--- config.mk ---
export PLATFORM = sky130hd
export DESIGN_NAME = mem_port_arbiter
export DESIGN_NICKNAME = d
export VERILOG_FILES = /design/src/rtl/mem_arb_pkg.sv /design/src/rtl/arb_prio_sel.sv /design/src/rtl/mem_port_arbiter.sv
export SDC_FILE = /design/constraint.sdc
export NUM_CORES = 1
export LEC_CHECK = 0
export CAP_MARGIN = 5
export CORE_AREA = 2 2 110 112
export CTS_CLUSTER_DIAMETER = 60
export DETAILED_ROUTE_END_ITERATION = 10
export DIE_AREA = 0 0 112 114
export PLACE_DENSITY = 0.62
export SYNTH_ARGS = -nofsm -noshare
export SYNTH_HDL_FRONTEND = slang
export SYNTH_SLANG_ARGS = --single-unit
--- constraint.sdc ---
create_clock -name clk -period 3.4 [get_ports clk]
set_clock_uncertainty 0.1 [all_clocks]
set_input_delay 0.34 -clock clk [delete_from_list [all_inputs] [get_ports clk]]
set_output_delay 0.34 -clock clk [all_outputs]
set_load 0.01 [all_outputs]
--- src/rtl/mem_arb_pkg.sv ---
// Shared definitions for the unified-memory port arbiter: default geometry,
// read-return owner tags and a grant-to-owner helper.
package mem_arb_pkg;

  localparam int MEM_AW    = 10;
  localparam int MEM_DW    = 32;
  localparam int MEM_DEPTH = 1024;

  // Who the read data coming back next cycle belongs to.
  typedef enum logic [1:0] {
    OWN_NONE = 2'd0,
    OWN_IF   = 2'd1,
    OWN_DM   = 2'd2,
    OWN_DBG  = 2'd3
  } arb_owner_t;

  // Grant vector bit order is {dbg, dm, if}.
  function automatic arb_owner_t gnt_to_owner(input logic [2:0] gnt);
    arb_owner_t own;
    case (gnt)
      3'b001:  own = OWN_IF;
      3'b010:  own = OWN_DM;
      3'b100:  own = OWN_DBG;
      default: own = OWN_NONE;
    endcase
    return own;
  endfunction

endpackage

--- src/rtl/arb_prio_sel.sv ---
// Combinational priority picker. DBG always wins; while halted nothing else
// is granted; otherwise DATA beats IF unless IF has been promoted by aging.
// Grant is one-hot in {dbg, dm, if} order.
module arb_prio_sel
  import mem_arb_pkg::*;
(
  input  logic       if_req,
  input  logic       dm_req,
  input  logic       dbg_req,
  input  logic       halted,
  input  logic       if_promote,
  output logic [2:0] gnt
);

  // Fixed-priority selection with optional IF promotion over DATA.
  always_comb begin
    gnt = 3'b000;
    if (dbg_req) begin
      gnt = 3'b100;
    end else if (halted) begin
      gnt = 3'b000;
    end else if (if_promote && if_req) begin
      gnt = 3'b001;
    end else if (dm_req) begin
      gnt = 3'b010;
    end else if (if_req) begin
      gnt = 3'b001;
    end else begin
      gnt = 3'b000;
    end
  end

endmodule

--- src/rtl/mem_port_arbiter.sv ---
// Arbiter sharing the single-port unified memory between instruction fetch,
// data load/store and the debug loader. One access per cycle, issued in the
// grant cycle; read data is routed back to its owner one cycle later.
// Optional feature macro: MEM_ARB_AGING_EN (IF starvation guard by aging).
module mem_port_arbiter
  import mem_arb_pkg::*;
#(
  parameter int AW      = MEM_AW,
  parameter int DW      = MEM_DW,
  parameter int DEPTH   = MEM_DEPTH,
  parameter int AGE_MAX = 4
) (
  input  logic          clk,
  input  logic          rst_n,
  input  logic          halted,
  input  logic          if_req,
  input  logic [AW-1:0] if_addr,
  output logic          if_gnt,
  output logic          if_rvalid,
  output logic [DW-1:0] if_rdata,
  input  logic          dm_req,
  input  logic          dm_we,
  input  logic [AW-1:0] dm_addr,
  input  logic [DW-1:0] dm_wdata,
  output logic          dm_gnt,
  output logic          dm_rvalid,
  output logic [DW-1:0] dm_rdata,
  input  logic          dbg_req,
  input  logic          dbg_we,
  input  logic [AW-1:0] dbg_addr,
  input  logic [DW-1:0] dbg_wdata,
  output logic          dbg_gnt,
  output logic          dbg_rvalid,
  output logic [DW-1:0] dbg_rdata,
  output logic          mem_en,
  output logic          mem_we,
  output logic [AW-1:0] mem_addr,
  output logic [DW-1:0] mem_wdata,
  input  logic [DW-1:0] mem_rdata,
  output logic          addr_err
);

  // One extra bit so DEPTH == 2**AW is representable.
  localparam logic [AW:0] DEPTH_LIM = (AW+1)'(DEPTH);

  logic [2:0]    gnt_s;
  logic          any_gnt_s;
  logic          if_promote_s;
  logic [AW-1:0] sel_addr_s;
  logic          sel_we_s;
  logic [DW-1:0] sel_wdata_s;
  arb_owner_t    owner_r;
  logic          err_r;

  // Requests are masked during reset so no grant or port activity leaks out.
  arb_prio_sel u_prio_sel (
    .if_req     (if_req  & rst_n),
    .dm_req     (dm_req  & rst_n),
    .dbg_req    (dbg_req & rst_n),
    .halted     (halted),
    .if_promote (if_promote_s),
    .gnt        (gnt_s)
  );

  assign if_gnt    = gnt_s[0];
  assign dm_gnt    = gnt_s[1];
  assign dbg_gnt   = gnt_s[2];
  assign any_gnt_s = |gnt_s;

`ifdef MEM_ARB_AGING_EN
  localparam int AGE_W = $clog2(AGE_MAX + 1);
  logic [AGE_W-1:0] age_cnt;

  // Count consecutive denied IF cycles, saturating at AGE_MAX.
  always_ff @(posedge clk or negedge rst_n) begin
    if (!rst_n) begin
      age_cnt <= '0;
    end else if (if_gnt) begin
      age_cnt <= '0;
    end else if (if_req && (age_cnt != AGE_W'(AGE_MAX))) begin
      age_cnt <= age_cnt + AGE_W'(1);
    end else begin
      age_cnt <= age_cnt;
    end
  end

  assign if_promote_s = (age_cnt == AGE_W'(AGE_MAX));
`else
  // No aging in this build: IF is never promoted (AGE_MAX has no effect).
  assign if_promote_s = (AGE_MAX < 0);
`endif

  // Route the winning requester onto the shared port.
  always_comb begin
    sel_addr_s  = '0;
    sel_we_s    = 1'b0;
    sel_wdata_s = '0;
    case (gnt_s)
      3'b001: begin
        sel_addr_s = if_addr;
      end
      3'b010: begin
        sel_addr_s  = dm_addr;
        sel_we_s    = dm_we;
        sel_wdata_s = dm_wdata;
      end
      3'b100: begin
        sel_addr_s  = dbg_addr;
        sel_we_s    = dbg_we;
        sel_wdata_s = dbg_wdata;
      end
      default: begin
        sel_addr_s  = '0;
        sel_we_s    = 1'b0;
        sel_wdata_s = '0;
      end
    endcase
  end

  // Out-of-range grants are flagged and never reach the memory array.
  always_comb begin
    addr_err  = any_gnt_s && ({1'b0, sel_addr_s} >= DEPTH_LIM);
    mem_en    = any_gnt_s && !addr_err;
    mem_we    = mem_en && sel_we_s;
    mem_addr  = mem_en ? sel_addr_s : '0;
    mem_wdata = mem_we ? sel_wdata_s : '0;
  end

  // Remember which requester owns next cycle's read data (reads only).
  always_ff @(posedge clk or negedge rst_n) begin
    if (!rst_n) begin
      owner_r <= OWN_NONE;
      err_r   <= 1'b0;
    end else if (any_gnt_s && !sel_we_s) begin
      owner_r <= gnt_to_owner(gnt_s);
      err_r   <= addr_err;
    end else begin
      owner_r <= OWN_NONE;
      err_r   <= 1'b0;
    end
  end

  // Steer returning data to its owner; everyone else sees zero, and a
  // failed-address read returns zero with valid still asserted.
  always_comb begin
    if_rvalid  = (owner_r == OWN_IF);
    dm_rvalid  = (owner_r == OWN_DM);
    dbg_rvalid = (owner_r == OWN_DBG);
    if_rdata   = (if_rvalid  && !err_r) ? mem_rdata : '0;
    dm_rdata   = (dm_rvalid  && !err_r) ? mem_rdata : '0;
    dbg_rdata  = (dbg_rvalid && !err_r) ? mem_rdata : '0;
  end

endmodule

* After elaboration in Yosys (flattened, before gate mapping)
Index checks and enable logic that the tools add are counted.
** Word-level totals
- Bits in registers :: 2
- Output and inout port bits :: 147
- Logic and storage cells :: 28
- Bits of input ports :: 134
** Cells by class
- Bitwise logic cells :: 3
- Mux-type cells :: 14
- Reduce and logical (&&, ||, !) cells :: 4
- Equal/unequal tests :: 6
** Operators with widths (count)
- 2-to-1 mux 32 bit :: 4
- one-hot mux 32 bit (2 select lines) :: 1
- one-hot mux 10 bit (3 select lines) :: 1
- 2-to-1 mux 10 bit :: 1
- 2-to-1 mux 3 bit :: 3
- one-hot mux 2 bit (3 select lines) :: 1
- equality test 2 bit, second input constant :: 2
- AND 1 bit :: 3
- equality test 3 x 1 -> 1 bit, second input constant :: 1
- equality test 3 x 2 -> 1 bit, second input constant :: 1
- equality test 3 bit, second input constant :: 1
- OR reduction 3 bit :: 1
- equality test 2 x 1 -> 1 bit, second input constant :: 1
- logical AND 1 bit :: 2
- 2-to-1 mux 2 bit :: 1
- one-hot mux 1 bit (2 select lines) :: 1
- zero test 1 bit :: 1
- 2-to-1 mux 1 bit :: 1

* Depth between registers and ports, before layout
- Depth in word-level cells :: 10
- Depth in mapped cells :: 5

* Modules after synthesis
Synthesis repeated with hierarchy kept, for this count alone.
** Second synthesis, totals
- Cell total of the unflattened synthesis :: 297
- Area, all modules :: 2285.9 µm²
** Modules (own cells, without submodules)
- mem_port_arbiter :: cells each 291, instances 1, area an instance 2252.2 µm²
- arb_prio_sel :: cells each 6, instances 1, area an instance 33.8 µm²

* Worst setup path before layout
Ideal clock, no wire load.
- Path type :: input -> output
- From :: in halted
- To :: out mem_wdata[24]
- Setup slack :: 1.803 ns
- Stages on the path :: 5
- Data arrival time :: 1.157 ns
- Cell sequence :: nor4bb_2 > buf_4 > buf_6 > a22oi_1 > nor2_1
** Between the ends
- Longest elaborated chain between the ends :: 6
- Elaborated cells on any way between the ends :: 9
- Classes of those cells :: 2 x eq/ne; 5 x mux; 2 x reduce/logical
** Ends and longest elaborated chain
- from (decl) :: line mem_port_arbiter.sv:15 : input logic halted,
- 2-to-1 mux 3 bit * :: line arb_prio_sel.sv:20 : end else if (halted) begin
- 2-to-1 mux 3 bit * :: line arb_prio_sel.sv:18 : if (dbg_req) begin
- named net dm_gnt :: line mem_port_arbiter.sv:25 : output logic dm_gnt,
- equality test 3 bit or equality test 3 x 2 -> 1 bit (tied branches) :: line mem_port_arbiter.sv:98 : case (gnt_s)
- one-hot mux 1 bit (2 select lines) :: line mem_port_arbiter.sv:98
- logical AND 1 bit :: line mem_port_arbiter.sv:124 : mem_we = mem_en && sel_we_s;
- 2-to-1 mux 32 bit * :: line mem_port_arbiter.sv:126 : mem_wdata = mem_we ? sel_wdata_s : '0;
- to (decl) :: line mem_port_arbiter.sv:38 : output logic [DW-1:0] mem_wdata,
The timed path passes the listed nets; every way through them passes the cells marked *.

* Final worst setup path
- From :: in rst_n
- To :: out mem_wdata[2]
** Between the ends
- Longest elaborated chain between the ends :: 9
- Elaborated cells on any way between the ends :: 14
- Classes of those cells :: 2 x eq/ne; 7 x mux; 3 x bitwise; 2 x reduce/logical
** Ends and longest elaborated chain
- from (decl) :: line mem_port_arbiter.sv:14 : input logic rst_n,
- AND 1 bit :: line mem_port_arbiter.sv:57 : .if_req (if_req & rst_n),
- 2-to-1 mux 1 bit :: line arb_prio_sel.sv:26 : end else if (if_req) begin
- 2-to-1 mux 3 bit :: line arb_prio_sel.sv:24 : end else if (dm_req) begin
- 2-to-1 mux 3 bit :: line arb_prio_sel.sv:20
- 2-to-1 mux 3 bit * :: line arb_prio_sel.sv:18
- equality test 3 bit or equality test 3 x 2 -> 1 bit (tied branches) :: line mem_port_arbiter.sv:98
- one-hot mux 1 bit (2 select lines) :: line mem_port_arbiter.sv:98
- logical AND 1 bit :: line mem_port_arbiter.sv:124
- 2-to-1 mux 32 bit * :: line mem_port_arbiter.sv:126
Mark *: on every way between the ends. The rest lies on a longest branch, timed or not.

==> results_dict.tcl <==
set metrics [dict create \
    dieArea_um2 12770 \
    hold_viol 0 \
    rsz0062_at_grt "no" \
    synthAdderAreaFrac 0 \
    ios 281 \
    drive_gt1_frac 0.03681 \
    grt_pass1_wl_um 13050 \
    synth_compound_area_frac 0.2963 \
    via_per_inst 4.228 \
    cp.arrival_ps 2360 \
    setup_violations 0 \
    slew_violations 0 \
    nNetsFinal 625 \
    cp_common_cell "clkdlybuf4s50_1" \
    vias 2689 \
    antennaDiodeCount 0 \
    globalRouteOverflowTotal 0 \
    grt_use_total 0.1243 \
    wl_um 8948 \
    largest_reg_flops 2 \
    cts_hold_buf 0 \
    io_buffer_count 279 \
    area_growth_pct 203.8 \
    dp_hpwl_um 7574 \
    yosysWarnings 0 \
    die_y_um 114 \
    status "finished clean" \
    p_leak_nw 1.768 \
    htree_levels 1 \
    largest_registers "owner_r x2" \
    syn_area_um2 1465 \
    cts-root-buf "clkbuf_16" \
    cts_sinks 2 \
    synth_xor_area_frac 0 \
    path_cells "clkdlybuf4s50_1 > nor4bb_4 > buf_12 > a22oi_1 > nor2_1 > clkdlybuf4s50_1" \
    dp_slack_ps 567.1 \
    ys.flop_type "dfrtp_1" \
    largest-register "owner_r" \
    synthArstFlopShare 1.000 \
    wl_per_cell_um 14.07 \
    slowest_stage "clkdlybuf4s50_1" \
    seq_area_frac_synth 0.03416 \
    cts_tree "done" \
    instances_no_fill 636 \
    finalWeightedCongestion 0.8074 \
    crit_buf_inv 3 \
    fp-row-count 40 \
    setup_ws_ps 595.9 \
    crit_fanout 43 \
    antenna_left 0 \
    crit_path_end_kind "primary output" \
    p_per_area_nw_per_um2 144.9 \
    yosys.area_share.simple 0.5517 \
    cts.clk_slew.worst_paths_ps 30 \
    fp.dieW_um 112 \
    worstSetupStartpointType "input pin" \
    synth.top_cells.by_count "67 x and2_1, 34 x nor2_1, 32 x a22oi_1, 32 x and3_1" \
    vdd_ir_drop_max_mv 0.08417 \
    critical_path_class "input pin to primary output" \
    antenna_found_initial 0 \
    synth_area_leaders "and2_1 29%, a22oi_1 16%, and3_1 14%, nor2_1 8.7%, a22o_1 6.0%" \
    grt_pass1_vias 2636 \
    syn_inst 226 \
    num-fill-cells 1201 \
    drcViolationCount 0 \
    yosysTopAreaCell "and2_1" \
    yosysMostFrequentCell "and2_1" \
    period_needed_ps 2804 \
    fmax_mhz 356.6 \
    clock_path_buffers 2 \
    synth-edff-count 0 \
    firstDrtPassIters 4 \
    synth_seq_cells 2 \
    coreArea_um2 11710 \
    drv_cap 0 \
    synth_area_per_cell_um2 6.483 \
    numCtsBuffers 3 \
    synth_mux_area_frac 0 \
    critPathTopFamily "buffers and inverters" \
    ys_types 19 \
    dp_cells 633 \
    regArea_um2 50.05 \
    cts_setup_buffers 0 \
    initial_core_util 0.1251 \
    multi_input_area_um2 1260 \
    drt_iter0_drc 140 \
    yosys.area.top_type_share 0.2861 \
    hold_class "input pin to asynchronous set/reset pin" \
    post-route-period-util 0.8247 \
    cp.required_ps 2960 \
    setup_tns_ps 0 \
    cts_resized 0 \
    synth_top_family_by_area "simple AND/OR/NAND/NOR gates" \
    cpPeakStageDelay_ps 620 \
    whs_ps 261.8 \
    grt_max_degree 46 \
    syn-num-nets 360 \
]
-- metrics by stage --
step | power [mW] | util | instance area (µm²)
after floorplan | 0.1669 | - | 1465
after global placement | 0.4661 | 0.3736 | 4375
after detailed placement | 0.4707 | 0.3736 | 4375
after CTS | 0.6527 | 0.3800 | 4451
after global routing | 0.6806 | 0.3800 | 4451
final | 0.6449 | 0.3800 | 4451
-- kinds of logic after synthesis --
logic type,count (synthesis)
and+or+nand+nor,139
AOI/OAI and AO/OA,56
buffers and inverters,28
DFF,2
other,1
-- routing by layer --
metal  GRT usage  routed length, µm
met1      0.1242               3155
met2      0.2574               4832
met3     0.02976                891
met4     0.02683                 70
met5           0                  0
-- final cells by class --
| class | count | area share |
|---|---|---|
| inverters | 1 | 0.0008434 |
| repair buffers | 287 | 0.6466 |
| flip-flops and latches | 2 | 0.01125 |
| multi-input cells | 196 | 0.2831 |
| clock buffers | 3 | 0.01687 |
| well taps | 147 | 0.04133 |
-- cells in the final DEF, fill, tap and decap left out, types with 3 or more instances in the layout --
| cell type | n |
|---|---|
| clkbuf_16 | 3 |
| clkdlybuf4s50_1 | 279 |
| a22oi_1 | 32 |
| a22o_1 | 10 |
| o21a_1 | 3 |
| buf_4 | 6 |
| and2_1 | 67 |
| a21o_1 | 10 |
| nor2_1 | 34 |
| and3_1 | 32 |
-- power by group --
| part | leakage (nW) | switching [mW] | internal [mW] |
|---|---|---|---|
| clock network | 0.0370 | 0.0282 | 0.150 |
| logic | 1.70 | 0.151 | 0.284 |
| registers | 0.0258 | 0.00609 | 0.0256 |
| total | 1.77 | 0.185 | 0.460 |
-- how the worst max path moves through the flow --
| stage | startpoint | endpoint | slack (ps) | cells past startpoint |
|---|---|---|---|---|
| CTS | rst_n | mem_wdata[2] | 560 | 6 |
| detailed placement | rst_n | mem_wdata[2] | 570 | 6 |
| finish | rst_n | mem_wdata[2] | 600 | 6 |
| floorplan | halted | mem_wdata[24] | 1800 | 5 |
| global placement | rst_n | mem_wdata[2] | 580 | 6 |
| global route | halted | mem_wdata[10] | 450 | 6 |
No activity file was read; power rests on OpenSTA's default activity.
